File: src/rtl/paralelo_serial_if.sv
// Bus for the 10-bit parallel-to-serial converter: word in, serial bit
// and frame/divided clocks out.
interface paralelo_serial_if;
  logic       enb;
  logic [9:0] entradas;
  logic       salida;
  logic       clk10;
  logic       clk20;
  logic       clk40;

  modport master (
    output enb, entradas,
    input  salida, clk10, clk20, clk40
  );

  modport slave (
    input  enb, entradas,
    output salida, clk10, clk20, clk40
  );
endinterface

File: src/rtl/paralelo_serial.sv
// 10-bit parallel-to-serial converter, MSB first, with a frame clock (/10)
// and two further divided clocks (/20, /40) all aligned to the word load.
module paralelo_serial (
  input  logic              clk,
  input  logic              rst,
  paralelo_serial_if.slave  bus
);

  logic [3:0] r_cnt;
  logic [9:0] r_sh;
  logic       r_clk10;
  logic       r_clk20;
  logic       r_clk40;

  logic [3:0] w_cnt_next;
  logic [9:0] w_sh_next;
  logic       w_clk10_next;
  logic       w_clk20_next;
  logic       w_clk40_next;
  logic       w_load;

  assign w_load = (r_cnt == 4'd9);

  always_ff @(posedge clk or posedge rst) begin
    if (rst) begin
      r_cnt   <= 4'd9;
      r_sh    <= '0;
      r_clk10 <= 1'b0;
      r_clk20 <= 1'b0;
      r_clk40 <= 1'b0;
    end else begin
      r_cnt   <= w_cnt_next;
      r_sh    <= w_sh_next;
      r_clk10 <= w_clk10_next;
      r_clk20 <= w_clk20_next;
      r_clk40 <= w_clk40_next;
    end
  end

  // Everything holds unless enabled; a load edge needs enb as well.
  always_comb begin
    w_cnt_next   = r_cnt;
    w_sh_next    = r_sh;
    w_clk10_next = r_clk10;
    w_clk20_next = r_clk20;
    w_clk40_next = r_clk40;
    if (bus.enb) begin
      if (w_load) begin
        w_cnt_next   = 4'd0;
        w_sh_next    = bus.entradas;
        w_clk20_next = ~r_clk20;
        w_clk40_next = r_clk20 ? ~r_clk40 : r_clk40;
      end else begin
        w_cnt_next   = r_cnt + 4'd1;
        w_sh_next    = {r_sh[8:0], 1'b0};
      end
      w_clk10_next = (w_cnt_next < 4'd5);
    end
  end

  always_comb begin
    bus.salida = r_sh[9];
    bus.clk10  = r_clk10;
    bus.clk20  = r_clk20;
    bus.clk40  = r_clk40;
  end

endmodule

File: src/flat_wrapper.sv
// flat-port wrapper written by rule: the top's interface ports become plain ports
module paralelo_serial_flat 
  (clk, rst, bus_enb, bus_entradas, bus_salida, bus_clk10, bus_clk20, bus_clk40);
  paralelo_serial_if bus_i ();
  input  logic clk;
  input  logic rst;
  input wire logic [$bits(bus_i.enb)-1:0] bus_enb;
  input wire logic [$bits(bus_i.entradas)-1:0] bus_entradas;
  output wire logic [$bits(bus_i.salida)-1:0] bus_salida;
  output wire logic [$bits(bus_i.clk10)-1:0] bus_clk10;
  output wire logic [$bits(bus_i.clk20)-1:0] bus_clk20;
  output wire logic [$bits(bus_i.clk40)-1:0] bus_clk40;
  assign bus_i.enb = bus_enb;
  assign bus_i.entradas = bus_entradas;
  assign bus_salida = bus_i.salida;
  assign bus_clk10 = bus_i.clk10;
  assign bus_clk20 = bus_i.clk20;
  assign bus_clk40 = bus_i.clk40;
  paralelo_serial u_core (.clk(clk), .rst(rst), .bus(bus_i));
endmodule
File: config.mk
export PLATFORM = sky130hd
export DESIGN_NAME = paralelo_serial_flat
export DESIGN_NICKNAME = d
export VERILOG_FILES = /design/src/rtl/paralelo_serial_if.sv /design/src/rtl/paralelo_serial.sv /design/src/flat_wrapper.sv
export SDC_FILE = /design/constraint.sdc
export NUM_CORES = 1
export LEC_CHECK = 0
export CAP_MARGIN = 20
export CORE_MARGIN = 5
export CORE_UTILIZATION = 51
export CTS_BUF_LIST = sky130_fd_sc_hd__clkbuf_2 sky130_fd_sc_hd__clkbuf_4 sky130_fd_sc_hd__clkbuf_8
export DETAILED_ROUTE_END_ITERATION = 8
export PLACE_DENSITY = 0.87
export SETUP_SLACK_MARGIN = 0.3
export SYNTH_ARGS = -nofsm -noshare
export SYNTH_HDL_FRONTEND = slang
export SYNTH_SLANG_ARGS = --single-unit
File: constraint.sdc
create_clock -name clk -period 1.7 [get_ports clk]
set_input_delay 0.34 -clock clk [delete_from_list [all_inputs] [get_ports clk]]
set_output_delay 0.34 -clock clk [all_outputs]
set_load 0.03 [all_outputs]
After elaboration in Yosys (flattened, before gate mapping)
Cells that the tools add are included.

Register bits after elaboration: 17. Bits of input ports: 13. Word-level logic and storage cells: 15.

Add/subtract/negate cells: 1. Order comparisons: 1. Eq/ne operators: 1. Multiplexer cells: 3. Bitwise operators: 2. Reduce and logical (&&, ||, !) cells: 2.

Operators by type and width (count): $mux 10 (1); $mux 4 (2); $add 4x1->4 const B (1); $eq 4x4->1 const B (1); $lt 4x3->1 const B (1); $reduce_and 3->1 (1); $not 1->1 (2); $reduce_and 2->1 (1).

Longest topological paths before layout
Word-level depth: 4. Depth in mapped cells: 5.

Least setup slack after synthesis
No wires, ideal clock.

Path type: reg-to-reg. From: reg u_core.r_cnt[0]. To: reg u_core.r_sh[1]. Setup time: 0.137 ns. Data arrival time: 1.201 ns. Required time: 1.563 ns. Setup slack: 0.362 ns. Stages on the path, launching flop included: 5. Buffers on the path: 1. Period minus slack after synthesis: 1.338 ns. Path through: dfstp_2 > and4bb_4 > buf_12 > mux2i_1 > a21oi_1.

Cells in the longest elaborated chain, start to end: 2.

RTL lines: start: declaration (line paralelo_serial.sv:9) `logic [3:0] r_cnt;`; start signal: assignment (line paralelo_serial.sv:32) `r_cnt <= w_cnt_next;`; $eq 4x4->1 (line paralelo_serial.sv:22) `assign w_load = (r_cnt == 4'd9);`; $mux 10 (line paralelo_serial.sv:48) `if (w_load) begin`; end signal: assignment (line paralelo_serial.sv:33) `r_sh <= w_sh_next;`; end: declaration (line paralelo_serial.sv:10) `logic [9:0] r_sh;`.

No other way between the ends. A chain may end at the register's enable or synchronous reset.

Worst setup path after layout
From: reg u_core.r_cnt[0]. To: reg u_core.r_sh[6].

The elaborated chain is that of the path after synthesis.

==> results by group <==
Flow run
  – Max-cap violation count: 0

Power
  – Max VDD drop: 0.000870 V
  – PwrDens: 1620 mW/mm^2
  – Lkg Pwr: 0.416 nW

Synth
  – Syn Nets: 89
  – Top_reg_cell synth: dfrtp_1
  – Post-synth top cells: dfrtp_1 (15), a21oi_1 (11), mux2i_1 (9), nor2_1 (9), inv_1 (5)
  – Leading area contributor after synthesis: dfrtp_1
  – Yosys cell types: 21
  – Post-synth top area share: 46.7%
  – Seq cells post-synth: 17
  – Synth area leaders: dfrtp_1 (47%), mux2i_1 (11%), a21oi_1 (6.8%), dfstp_2 (6.5%), nor2_1 (4.2%)
  – FFs w/ async S/R, synth: 100%
  – Number of synthesis warnings: 0
  – Synth Cell Area: 805 um^2
  – Mapped Avg Cell Area: 10.6 um^2
  – Top-count cell post-synth: dfrtp_1
  – Mapped Cells: 76
  – Post-synth EDFFs: 0
  – Seq/Total Area, Yosys: 53.2%

Critical path
  – CP Capture Type: flip-flop
  – WP buf/inv: 0
  – Largest delay share family, worst path: flip-flops
  – CP max stage cell: dfstp_2
  – Critical Path Source Type: flip-flop
  – Critical path origin: u_core.r_cnt[0]
  – CP Cell Sequence: and4bb_4 > mux2i_1 > a21oi_1
  – WP data required: 1.87 ns
  – Crit path max fanout: 6
  – Max incr delay on CP: 0.59 ns
  – RR Startpoint: u_core.r_cnt[0]
  – Worst EP arrival: 1.54 ns
  – Crit path kind: reg -> reg

Floorplan
  – I/O Pins: 17
  – Initial Util: 53.4%
  – Core region area: 0.00151 mm^2
  – Die area: 0.00247 mm^2
  – Height of the die: 49.7 um
  – FP Rows: 14
  – DIE WIDTH: 49.7 um

Timing
  – FMAX: 731 MHz
  – Slew Viols, Final: 0
  – Worst-Margin Slew: 0.212 ns
  – Slew headroom: 85.9%
  – Final setup skew: 0.00213 ns
  – Clock period minus worst slack: 1.37 ns
  – Final hold vios: 0
  – TNS Setup: 0 ns
  – Final count of negative-setup-slack endpoints: 0
  – Final WS setup: 0.332 ns
  – RSZ-0062 raised after global routing: yes
  – Fin crit share: 80.4%

GRT
  – Antenna violations before repair: 0
  – Total Routing Usage GR: 13.6%
  – First-pass GRT wire length: 2670 um
  – Grt ovf: 0
  – Pin count of the biggest net entering global routing: 18
  – Vias in the first global route: 608

Clocking
  – CTS Buf Count: 3
  – Clock Tree Buf Depth: 2
  – CTS sink cnt: 17
  – Root buf cell: clkbuf_4
  – CTS clk-pin slew, worst paths: 0.09 ns
  – Hold buffer count at cts: 0
  – Clock latency on the worst-skew pair: 0.29 ns
  – # H-tree levels: 1
  – CTS tree: yes

Detailed routing
  – Drt first pass iters: 4
  – Wire per inst: 13.9 um
  – Routed Antenna Nets: 0
  – Vias per cell: 5.59
  – Initial drt markers: 18
  – Vias: 632
  – Remaining DRCs: 0
  – Aggregate routed wire length: 1570 um

Layout
  – Multi-input gate area: 327 um^2
  – Area grow syn2layout: 24.7%
  – Nets: 111
  – FF+latch area: 430 um^2
  – Antenna cell count: 0
  – Layout cells sized above 1: 20.6%
  – Fin cells: 113
  – Count of filler cells inserted in the layout: 122

Place
  – Placed Cells: 106
  – Port bufs: 16
  – RePlAce Congestion: 0.766
  – DP Wirelength: 1070 um
  – Pre-CTS setup slack: 0.219 ns

Min path
  – Worst hold path type: in -> async

Outcome
  – Status: finished clean
## power by group
part / switching [mW] / internal, mW
logic: 0.338 / 0.307
clock network: 0.121 / 0.107
registers: 0.158 / 0.598
total: 0.617 / 1.01
## sequential cells by signal, indices dropped and copies added (netlist names)
| register | count |
|---|---|
| u_core.bus.clk10 | 1 |
| u_core.bus.clk20 | 1 |
| u_core.bus.clk40 | 1 |
| u_core.r_cnt | 4 |
| u_core.r_sh | 10 |
## layout make-up
cell class                      count  area share (%)
Inverter                            5            1.87
Clock buffer                        4            2.99
Multi-Input combinational cell     50            32.5
Sequential cell                    17            42.9
Timing Repair Buffer               21            17.7
Tap cell                           16            2.00
## final timing paths
| kind | endpoint | slack, ns | cells past startpoint |
|---|---|---|---|
| hold reg to reg | u_core.bus.clk40 | 0.48 | 1 |
| setup / recovery | u_core.r_sh[6] | 0.33 | 3 |
| min in group clk | u_core.bus.clk40 | 0.48 | 1 |
| setup reg to reg | u_core.r_sh[6] | 0.33 | 3 |
| hold / removal | u_core.r_cnt[2] | 0.36 | 3 |
| max in group asynchronous | u_core.r_cnt[3] | 1.09 | 3 |
## routing by layer
layer  global-route usage, %  vias up  wire [um]
li1                        -      303          -
met1                    17.0      312        619
met2                    23.7       15        854
met3                    3.92        2         89
met4                    1.31        0          7
met5                       0        -          0
## logic make-up (layout without fill, tap and decap cells)
family	Yosys count	count (layout)	share of synthesized area (%)
buffers and inverters	10	30	7.78
flip-flops	17	17	53.2
AND/OR/NAND/NOR	19	20	11.5
XOR/XNOR	4	4	4.36
multiplexers	10	10	12.6
AO/OA/AOI/OAI	16	16	10.6
## tightest hold or removal path, stage by stage
cell,delay [ns]
clkdlybuf4s50_1,0.40
inv_1,0.05
buf_4,0.23
## cells in the final DEF, fill, tap and decap left out
| cell type | count |
|---|---|
| dfrtp_1 | 13 |
| clkdlybuf4s50_1 | 12 |
| a21oi_1 | 11 |
| mux2i_1 | 9 |
| nor2_1 | 9 |
| inv_1 | 5 |
| buf_4 | 5 |
| nand2_1 | 4 |
| clkbuf_4 | 4 |
| clkbuf_2 | 4 |
| xnor2_1 | 3 |
| nand3_1 | 3 |
| o21ai_0 | 3 |
| dfstp_2 | 2 |
| dfrtp_2 | 2 |
| and4bb_4 | 1 |
| mux2_2 | 1 |
| o22ai_1 | 1 |
| nand2b_1 | 1 |
| nand4_1 | 1 |
| o22a_1 | 1 |
| xor2_1 | 1 |
| and4bb_2 | 1 |
## metrics by stage
stage	util (%)	cell area [um^2]	hold WS (ns)	power [mW]
after global placement	64.0	963	0.463	1.35
final	66.6	1000	0.357	1.63
after detailed placement	64.0	963	0.469	1.38
after floorplan	-	805	0.265	1.22
after CTS	66.5	1000	0.374	1.60
after global routing	66.6	1000	0.423	1.74
## timing repair
action,in CTS,in global routing
cloned,1,0
setup buffers,0,2
setup endpoints to repair,13,13
gates resized for setup,5,9
pin swaps,1,1
Power figures use the tool's default switching activity.
